`src/rtl/mult_scheduler_pkg.sv`:
```
// Shared types and width helpers for the
// round-robin multiplier scheduler.
package mult_sched_pkg;

  typedef enum logic [1:0] {
    IDLE,
    ISSUE,
    WAIT,
    RESP
  } state_t;

  function automatic int idw_f(input int nreq);
    return (nreq <= 2) ? 1 : $clog2(nreq);
  endfunction

  function automatic int tw_f(input int timeout);
    return $clog2(timeout + 1);
  endfunction

endpackage

```
`src/rtl/mult_scheduler_rr_arbiter.sv`:
```
// Combinational round-robin pick: first
// valid index at or above ptr, with wrap.
module rr_arbiter
  import mult_sched_pkg::*;
#(
  parameter int NREQ = 4,
  localparam int IDW = idw_f(NREQ)
) (
  input  logic [NREQ-1:0] req,
  input  logic [IDW-1:0]  ptr,
  output logic [NREQ-1:0] grant,
  output logic [IDW-1:0]  idx
);

  always_comb begin
    logic hit;
    grant = '0;
    idx   = '0;
    hit   = 1'b0;
    // upper segment [ptr, NREQ) first
    for (int j = 0; j < NREQ; j++) begin
      if (!hit && req[j] && j >= int'(ptr)) begin
        hit      = 1'b1;
        grant[j] = 1'b1;
        idx      = IDW'(j);
      end
    end
    for (int j = 0; j < NREQ; j++) begin
      if (!hit && req[j]) begin
        hit      = 1'b1;
        grant[j] = 1'b1;
        idx      = IDW'(j);
      end
    end
  end

endmodule

```
`src/rtl/mult_scheduler.sv`:
```
// Shares one iterative multiplier among
// NREQ requesters with a done watchdog.
module mult_scheduler
  import mult_sched_pkg::*;
#(
  parameter int NREQ = 4,
  parameter int N = 32,
  parameter int TIMEOUT = 128,
  localparam int IDW = idw_f(NREQ)
) (
  input  logic                clk,
  input  logic                rst_n,
  input  logic [NREQ-1:0]     req_valid,
  output logic [NREQ-1:0]     req_ready,
  input  logic [NREQ*N-1:0]   req_a,
  input  logic [NREQ*N-1:0]   req_b,
  output logic                rsp_valid,
  input  logic                rsp_ready,
  output logic [IDW-1:0]      rsp_id,
  output logic [2*N-1:0]      rsp_p,
  output logic                rsp_err,
  output logic                mul_start,
  output logic [N-1:0]        mul_a,
  output logic [N-1:0]        mul_b,
  input  logic                mul_done,
  input  logic [2*N-1:0]      mul_p,
  output logic                busy
);

  localparam int TW = tw_f(TIMEOUT);

  state_t           state_q, state_d;
  logic [IDW-1:0]   ptr_q, id_q, gidx;
  logic [NREQ-1:0]  grant;
  logic [N-1:0]     a_q, b_q, sel_a, sel_b;
  logic [2*N-1:0]   p_q;
  logic             err_q;
  logic [TW-1:0]    timer_q;
  logic             expire, last;

  rr_arbiter #(.NREQ(NREQ)) u_arb (
    .req   (req_valid),
    .ptr   (ptr_q),
    .grant (grant),
    .idx   (gidx)
  );

  always_comb begin
    sel_a = '0;
    sel_b = '0;
    for (int i = 0; i < NREQ; i++) begin
      if (grant[i]) begin
        sel_a = req_a[i*N +: N];
        sel_b = req_b[i*N +: N];
      end
    end
  end

  assign expire = timer_q == TW'(TIMEOUT - 1);
  assign last   = id_q == IDW'(NREQ - 1);

  always_comb begin
    state_d = state_q;
    unique case (state_q)
      IDLE:    if (|req_valid) state_d = ISSUE;
      ISSUE:   state_d = WAIT;
      WAIT:    if (mul_done || expire) state_d = RESP;
      RESP:    if (rsp_ready) state_d = IDLE;
      default: state_d = IDLE;
    endcase
  end

  always_ff @(posedge clk or negedge rst_n) begin
    if (!rst_n) begin
      state_q <= IDLE;
      ptr_q   <= '0;
      id_q    <= '0;
      a_q     <= '0;
      b_q     <= '0;
      p_q     <= '0;
      err_q   <= 1'b0;
      timer_q <= '0;
    end else begin
      state_q <= state_d;
      unique case (state_q)
        IDLE: begin
          if (|req_valid) begin
            a_q  <= sel_a;
            b_q  <= sel_b;
            id_q <= gidx;
          end
        end
        ISSUE: timer_q <= '0;
        WAIT: begin
          timer_q <= timer_q + 1'b1;
          // done beats a simultaneous expiry
          if (mul_done) begin
            p_q   <= mul_p;
            err_q <= 1'b0;
          end else if (expire) begin
            p_q   <= '0;
            err_q <= 1'b1;
          end
        end
        RESP: begin
          if (rsp_ready) ptr_q <= last ? '0 : id_q + 1'b1;
        end
        default: ;
      endcase
    end
  end

  // reset gating keeps ready low while held in reset
  assign req_ready = grant & {NREQ{state_q == IDLE && rst_n}};
  assign rsp_valid = state_q == RESP;
  assign mul_start = state_q == ISSUE;
  assign busy      = state_q != IDLE;
  assign rsp_id    = id_q;
  assign rsp_p     = p_q;
  assign rsp_err   = err_q;
  assign mul_a     = a_q;
  assign mul_b     = b_q;

endmodule

```
`config.mk`:
```
export PLATFORM = sky130hd
export DESIGN_NAME = mult_scheduler
export DESIGN_NICKNAME = d
export VERILOG_FILES = /design/src/rtl/mult_scheduler_pkg.sv /design/src/rtl/mult_scheduler_rr_arbiter.sv /design/src/rtl/mult_scheduler.sv
export SDC_FILE = /design/constraint.sdc
export NUM_CORES = 1
export LEC_CHECK = 0
export ABC_AREA = 1
export ABC_CLOCK_PERIOD_IN_PS = 1800
export BUFFER_PORTS_ARGS = -buffer_cell sky130_fd_sc_hd__buf_2
export CAP_MARGIN = 20
export CORE_AREA = 3 3 181 183
export CTS_CLUSTER_SIZE = 28
export DETAILED_ROUTE_END_ITERATION = 8
export DIE_AREA = 0 0 184 186
export MAX_ROUTING_LAYER = met4
export PLACE_DENSITY_LB_ADDON = 0.08
export SKIP_CTS_REPAIR_TIMING = 1
export SLEW_MARGIN = 0
export SYNTH_ARGS = -nofsm -noshare
export SYNTH_HDL_FRONTEND = slang
export SYNTH_SLANG_ARGS = --single-unit
```
`constraint.sdc`:
```
create_clock -name clk -period 1.8 [get_ports clk]
set_input_delay 0.09 -clock clk [delete_from_list [all_inputs] [get_ports clk]]
set_output_delay 0.09 -clock clk [all_outputs]
set_load 0.005 [all_outputs]
```
**Word level (Yosys, flattened, before mapping)**

Index checks and enable logic that the tools add are counted.

- Register bits after elaboration: 143
- Input port bits: 328
- Output and inout port bits: 138
- Word-level logic and storage cells: 89

- $add $sub $neg: 2
- Order comparisons: 3
- Equality and inequality tests: 8
- Mux-type cells: 39
- Bitwise gates (word level): 1
- Reductions and logical operators: 28

Operator list:

| kind | count |
|---|---|
| $mux 32 | 8 |
| $mux 64 | 2 |
| $mux 2 | 10 |
| $mux 1 | 17 |
| $pmux 8 s2 | 1 |
| $logic_and 1x1->1 | 11 |
| $add 8x1->8 const B | 1 |
| $eq 8x7->1 const B | 1 |
| $pmux 2 s4 | 1 |
| $logic_not 1->1 | 7 |
| $eq 2x2->1 const B | 3 |
| $reduce_and 2->1 | 3 |
| $reduce_bool 2->1 | 3 |
| $and 4x4->4 | 1 |
| $ge 1x2->1 const A | 2 |
| $ne 2x2->1 const B | 2 |
| $reduce_or 4->1 | 1 |
| $reduce_and 3->1 | 1 |
| $add 2x1->2 const B | 1 |
| $eq 2x1->1 const B | 1 |
| $ge 2x2->1 const A | 1 |
| $logic_not 2->1 | 1 |
| $ne 2x1->1 const B | 1 |
| $logic_or 1x1->1 | 1 |

**Logic depth before layout (Yosys ltp)**

- Depth in word-level cells: 27
- Depth in mapped cells: 11
- Gate-level depth less buffers: 10

**Cells and area by module**

Synthesis repeated with hierarchy kept, for this count alone.

- Cell total of the unflattened synthesis: 1184
- Area total of the unflattened synthesis: 7937.6 um2

Modules (own cells, without submodules):

| module | times used | cells each | area each (um2) | sequential area each (um2) |
|---|---|---|---|---|
| mult_scheduler | 1 | 1157 | 7822.5 | 3578.4 |
| rr_arbiter | 1 | 27 | 115.1 | 0.0 |

**Worst setup path before layout**

No wires, ideal clock.

- Path kind: reg2reg
- Start: reg state_q[0]
- End: reg p_q[37] (netlist: rsp_p[37])
- Setup time: 65 ps
- Arrival time: 1558 ps
- Data required time: 1735 ps
- Path slack: 176 ps
- Stages on the path, launching flop included: 8
- Buffers on the path: 2
- Period minus slack after synthesis: 1624 ps
- Cell sequence: dfrtp_1 -> inv_1 -> ha_1 -> nand2_1 -> inv_1 -> clkbuf_1 -> buf_1 -> a22o_1

- Longest elaborated chain between the ends: 2

RTL lines:

| item | line | text |
|---|---|---|
| from (decl) | mult_scheduler.sv:32 | `state_t state_q, state_d;` |
| from (signal assigned) | mult_scheduler.sv:84 | `state_q <= state_d;` |
| $eq 2x2->1 | mult_scheduler.sv:85 | `unique case (state_q)` |
| $reduce_and 2->1 (no line) | - |  |
| to (signal assigned) | mult_scheduler.sv:98 | `p_q <= mul_p;` |
| to (decl) | mult_scheduler.sv:36 | `logic [2*N-1:0] p_q;` |

No other way between the ends.
A chain may end at the register's enable or synchronous reset.

**Worst setup path in the final report**

- Start: reg ptr_q[1]
- End: out req_ready[2]

- Longest elaborated chain between the ends: 24
- Elaborated cells between the ends (all ways): 27
- Classes of those cells: order compare (3); mux (8); bitwise (1); reduce/logical (15)

RTL lines:

| item | line | text |
|---|---|---|
| from (decl) | mult_scheduler.sv:33 | `logic [IDW-1:0] ptr_q, id_q, gidx;` |
| from (signal assigned) | mult_scheduler.sv:106 | `if (rsp_ready) ptr_q <= last ? '0 : id_q + 1'b1;` |
| $ge 1x2->1 | mult_scheduler_rr_arbiter.sv:22 | `if (!hit && req[j] && j >= int'(ptr)) begin` |
| $logic_and 1x1->1 | mult_scheduler_rr_arbiter.sv:22 |  |
| $mux 1 | mult_scheduler_rr_arbiter.sv:22 |  |
| $logic_not 1->1 | mult_scheduler_rr_arbiter.sv:22 |  |
| $logic_and 1x1->1 (2 in series) | mult_scheduler_rr_arbiter.sv:22 |  |
| $mux 1 | mult_scheduler_rr_arbiter.sv:22 |  |
| $logic_not 1->1 | mult_scheduler_rr_arbiter.sv:22 |  |
| $logic_and 1x1->1 (2 in series) | mult_scheduler_rr_arbiter.sv:22 |  |
| [6 not listed] | - |  |
| $mux 1 | mult_scheduler_rr_arbiter.sv:29 | `if (!hit && req[j]) begin` |
| $logic_not 1->1 | mult_scheduler_rr_arbiter.sv:29 |  |
| $logic_and 1x1->1 | mult_scheduler_rr_arbiter.sv:29 |  |
| $mux 1 | mult_scheduler_rr_arbiter.sv:29 |  |
| $logic_not 1->1 | mult_scheduler_rr_arbiter.sv:29 |  |
| $logic_and 1x1->1 | mult_scheduler_rr_arbiter.sv:29 |  |
| $mux 1 (*) | mult_scheduler_rr_arbiter.sv:29 |  |
| $and 4x4->4 (*) | mult_scheduler.sv:114 | `assign req_ready = grant & {NREQ{state_q == IDLE && rst_n}};` |
| to (decl) | mult_scheduler.sv:14 | `output logic [NREQ-1:0] req_ready,` |

Mark *: on every way between the ends. The rest lies on a longest branch, timed or not.

==> results.sh <==
export IMPL_status="finished, violations left"
export IMPL_violations="hold timing, setup timing"
export IMPL_critPathBufInv=2
export IMPL_worst_setup_path_type="reg2out"
export IMPL_finish_instance_area_um2=12900
export IMPL_htreeDepth=4
export IMPL_worstHoldStart="req_b[2]"
export IMPL_arrival_ps=1720
export IMPL_regArea_um2=3580
export IMPL_cts_sinks=143
export IMPL_antenna_found_initial=4
export IMPL_mostFrequentLayoutCells="nand2_1 (471), buf_2 (463), dlygate4sd3_1 (142)"
export IMPL_final_max_slew_violation_count=0
export IMPL_gp_congestion=0.828
export IMPL_p_seq_frac=0.300
export IMPL_crit_start="ptr_q[1]"
export IMPL_grt_use_total=0.182
export IMPL_dp_hpwl_um=24200
export IMPL_gr_total_overflow=0
export IMPL_finalSetupViolations=2
export IMPL_max_slew_margin=0.493
export IMPL_cap_violations=0
export IMPL_path_cells="nor2_4 > a21oi_4 > buf_6 > nand3_4 > a21oi_2 > buf_2"
export IMPL_syn_area_per_cell_um2=7.43
export IMPL_r2r_cells=9
export IMPL_clk_latency_ps=430
export IMPL_drt_iter0_markers=359
export IMPL_die_h_um=186
export IMPL_finish_utilization=0.411
export IMPL_whs_path_depth=5
export IMPL_p_int_w=0.0109
export IMPL_ys_seq_area_frac=0.474
export IMPL_die_w_um=184
export IMPL_fin_crit_ps=1810
export IMPL_clk_pin_slew_ps=70
export IMPL_setup_slack_ps=-7.90
export IMPL_p_sw_w=0.00750
export IMPL_grt_pass1_wl_um=46500
export IMPL_antenna_left=0
export IMPL_drt_total_wl_um=35000
export IMPL_p_clk_frac=0.195
export IMPL_fin_cells=2050
export IMPL_fmax_ghz=0.553
export IMPL_fin_crit_sh=1.00
export IMPL_rsz0062_at_grt="yes"
export IMPL_syn_inst=1016
export IMPL_power_density_nw_per_um2=1430
export IMPL_io_pins=466
export IMPL_grt_pass1_vias=8026
export IMPL_cp_top_family="flip-flops"
export IMPL_holdWs_ps=-43.6
export IMPL_cts_max_path_buffers=2
export IMPL_r2r_start="ptr_q[1]"
export IMPL_ys_warn_count=0
export IMPL_row_count=65
export IMPL_multi_input_area_um2=3640
export IMPL_final_hold_violation_count=48
export IMPL_crit_path_top_delay_cell="dfrtp_2"
export IMPL_startpoint_type="register"
export IMPL_cts_buffers=17
export IMPL_slowest_delay_ps=450
export IMPL_finalNetCount=1965
export IMPL_fin_skew_ps=12.9
export IMPL_syn_area_um2=7550
export IMPL_tightest_slew_ps=760
export IMPL_combPwrFrac=0.505
export IMPL_drtPass1Iterations=7
export IMPL_dpl_cell_count=1853
export IMPL_grt_max_degree=91
export IMPL_p_leak_nw=7.30
export IMPL_final_common_cell="nand2_1"
export IMPL_placedInstanceArea_um2=10500
export IMPL_drt_vias_per_instance=4.38
export IMPL_root_buffer="clkbuf_16"
export IMPL_final_fill_count=3348
export IMPL_wl_per_cell_um=17.1
export IMPL_synth_nets=1350
export IMPL_cts_tree="yes"
export IMPL_end_kind="output pin"
export IMPL_core_um2=31400
export IMPL_worst_path_max_fanout=6
export IMPL_area_delta_synth_final_pct=71.0
export IMPL_num_vias=8986
export IMPL_ys_ff_latch=143
export IMPL_hold_path_class="in2reg"
export IMPL_p_sw_frac=0.407
export IMPL_required_ps=1710
export IMPL_initial_core_util=0.241
export IMPL_ir_worst_vdd_mv=0.583
export IMPL_netlist_cell_type_count=25
export IMPL_die_area_um2=34200
export IMPL_io_buffer_count=465
export IMPL_drive_gt1_frac=0.351
export IMPL_cp_depth=6
export IMPL_post_route_drc_count=0
Yosys cell counts:
library cell	number	area, um2
inv_1	20	75.1
nand4_1	1	6.26
nand3_1	8	40.0
ha_1	6	75.1
o22ai_1	1	6.26
a21oi_1	11	55.1
a22o_1	64	561
clkbuf_1	14	52.6
nand2_2	2	12.5
buf_1	5	18.8
buf_4	13	97.6
a21oi_4	1	16.3
dfrtp_1	143	3580
nand2_1	476	1790
buf_2	18	90.1
nor3_1	3	15.0
a31oi_1	1	6.26
o21ai_0	6	30.0
o21ai_1	65	325
mux2_2	1	11.3
o31ai_1	1	7.51
a211oi_1	1	7.51
buf_6	12	135
nor2_1	142	533
a221oi_1	1	8.76
stage by stage:
| stage | TNS [ps] | setup WS [ps] | total power [W] | hold WS (ps) |
|---|---|---|---|---|
| floorplan | 0 | 176 | 0.0101 | -206 |
| finish | -12.5 | -7.90 | 0.0184 | -43.6 |
| CTS | -475 | -218 | 0.0177 | -247 |
| detailed placement | -6.91 | -6.91 | 0.0140 | 224 |
| global placement | 0 | 29.6 | 0.0140 | 229 |
| global route | -2710 | -103 | 0.0200 | -0.527 |
power by group through the flow:
stage	Clock, W	Combinational [W]	Sequential (W)
after floorplan	0	0.00455	0.00559
after CTS	0.00371	0.00850	0.00549
after global routing	0.00386	0.0104	0.00570
final	0.00360	0.00931	0.00552
after global placement	0	0.00847	0.00553
after detailed placement	0	0.00850	0.00550
final timing paths:
kind,to,slack [ps]
worst max-delay path,req_ready[2],-8
worst min-delay path,mul_b[2],-40
worst max register to register,mul_a[9],20
worst min register to register,mul_a[7],480
max in group asynchronous,ptr_q[0],720
min in group asynchronous,mul_b[23],360
worst reg2reg max path, stage by stage (launching register included):
cell     delay (ps)
dfrtp_2         450
nor2_4           60
a21oi_4         290
nand3_1         180
nand2_2         160
buf_12          210
nand2_1         100
nand2_1         130
o21ai_1          90
nand2_1          60
metal layers:
| metal | track usage | vias to the layer above | part of all wire |
|---|---|---|---|
| met5 | - | - | 0 |
| met4 | 0.0387 | 0 | 0.010 |
| met3 | 0.0387 | 25 | 0.054 |
| met2 | 0.314 | 302 | 0.51 |
| met1 | 0.220 | 4187 | 0.43 |
| li1 | - | 4472 | - |
logic make-up (layout without fill, tap and decap cells):
| kind of cell | after synthesis | after routing | share of synthesized area |
|---|---|---|---|
| and+or+nand+nor | 632 | 632 | 0.317 |
| AOI/OAI and AO/OA | 152 | 152 | 0.136 |
| DFF | 143 | 143 | 0.474 |
| buffers and inverters | 82 | 710 | 0.0621 |
| adders and majority gates | 6 | 6 | 0.00994 |
| muxes | 1 | 1 | 0.00149 |
| other | 0 | 4 | 0 |
area by class of cell:
type | count | area share
clock inverters | 14 | 0.0116
inverters | 20 | 0.00581
diodes | 4 | 0.000775
flip-flops and latches | 143 | 0.277
repair buffers | 658 | 0.350
well taps | 402 | 0.0390
clock buffers | 18 | 0.0332
multi-input cells | 791 | 0.282
registers in the layout (all words and copies together) (netlist names):
signal	cells
timer_q	8
mul_b	32
ptr_q	2
state_q	2
rsp_err	1
mul_a	32
rsp_p	64
rsp_id	2
No activity file was read; power rests on OpenSTA's default activity.
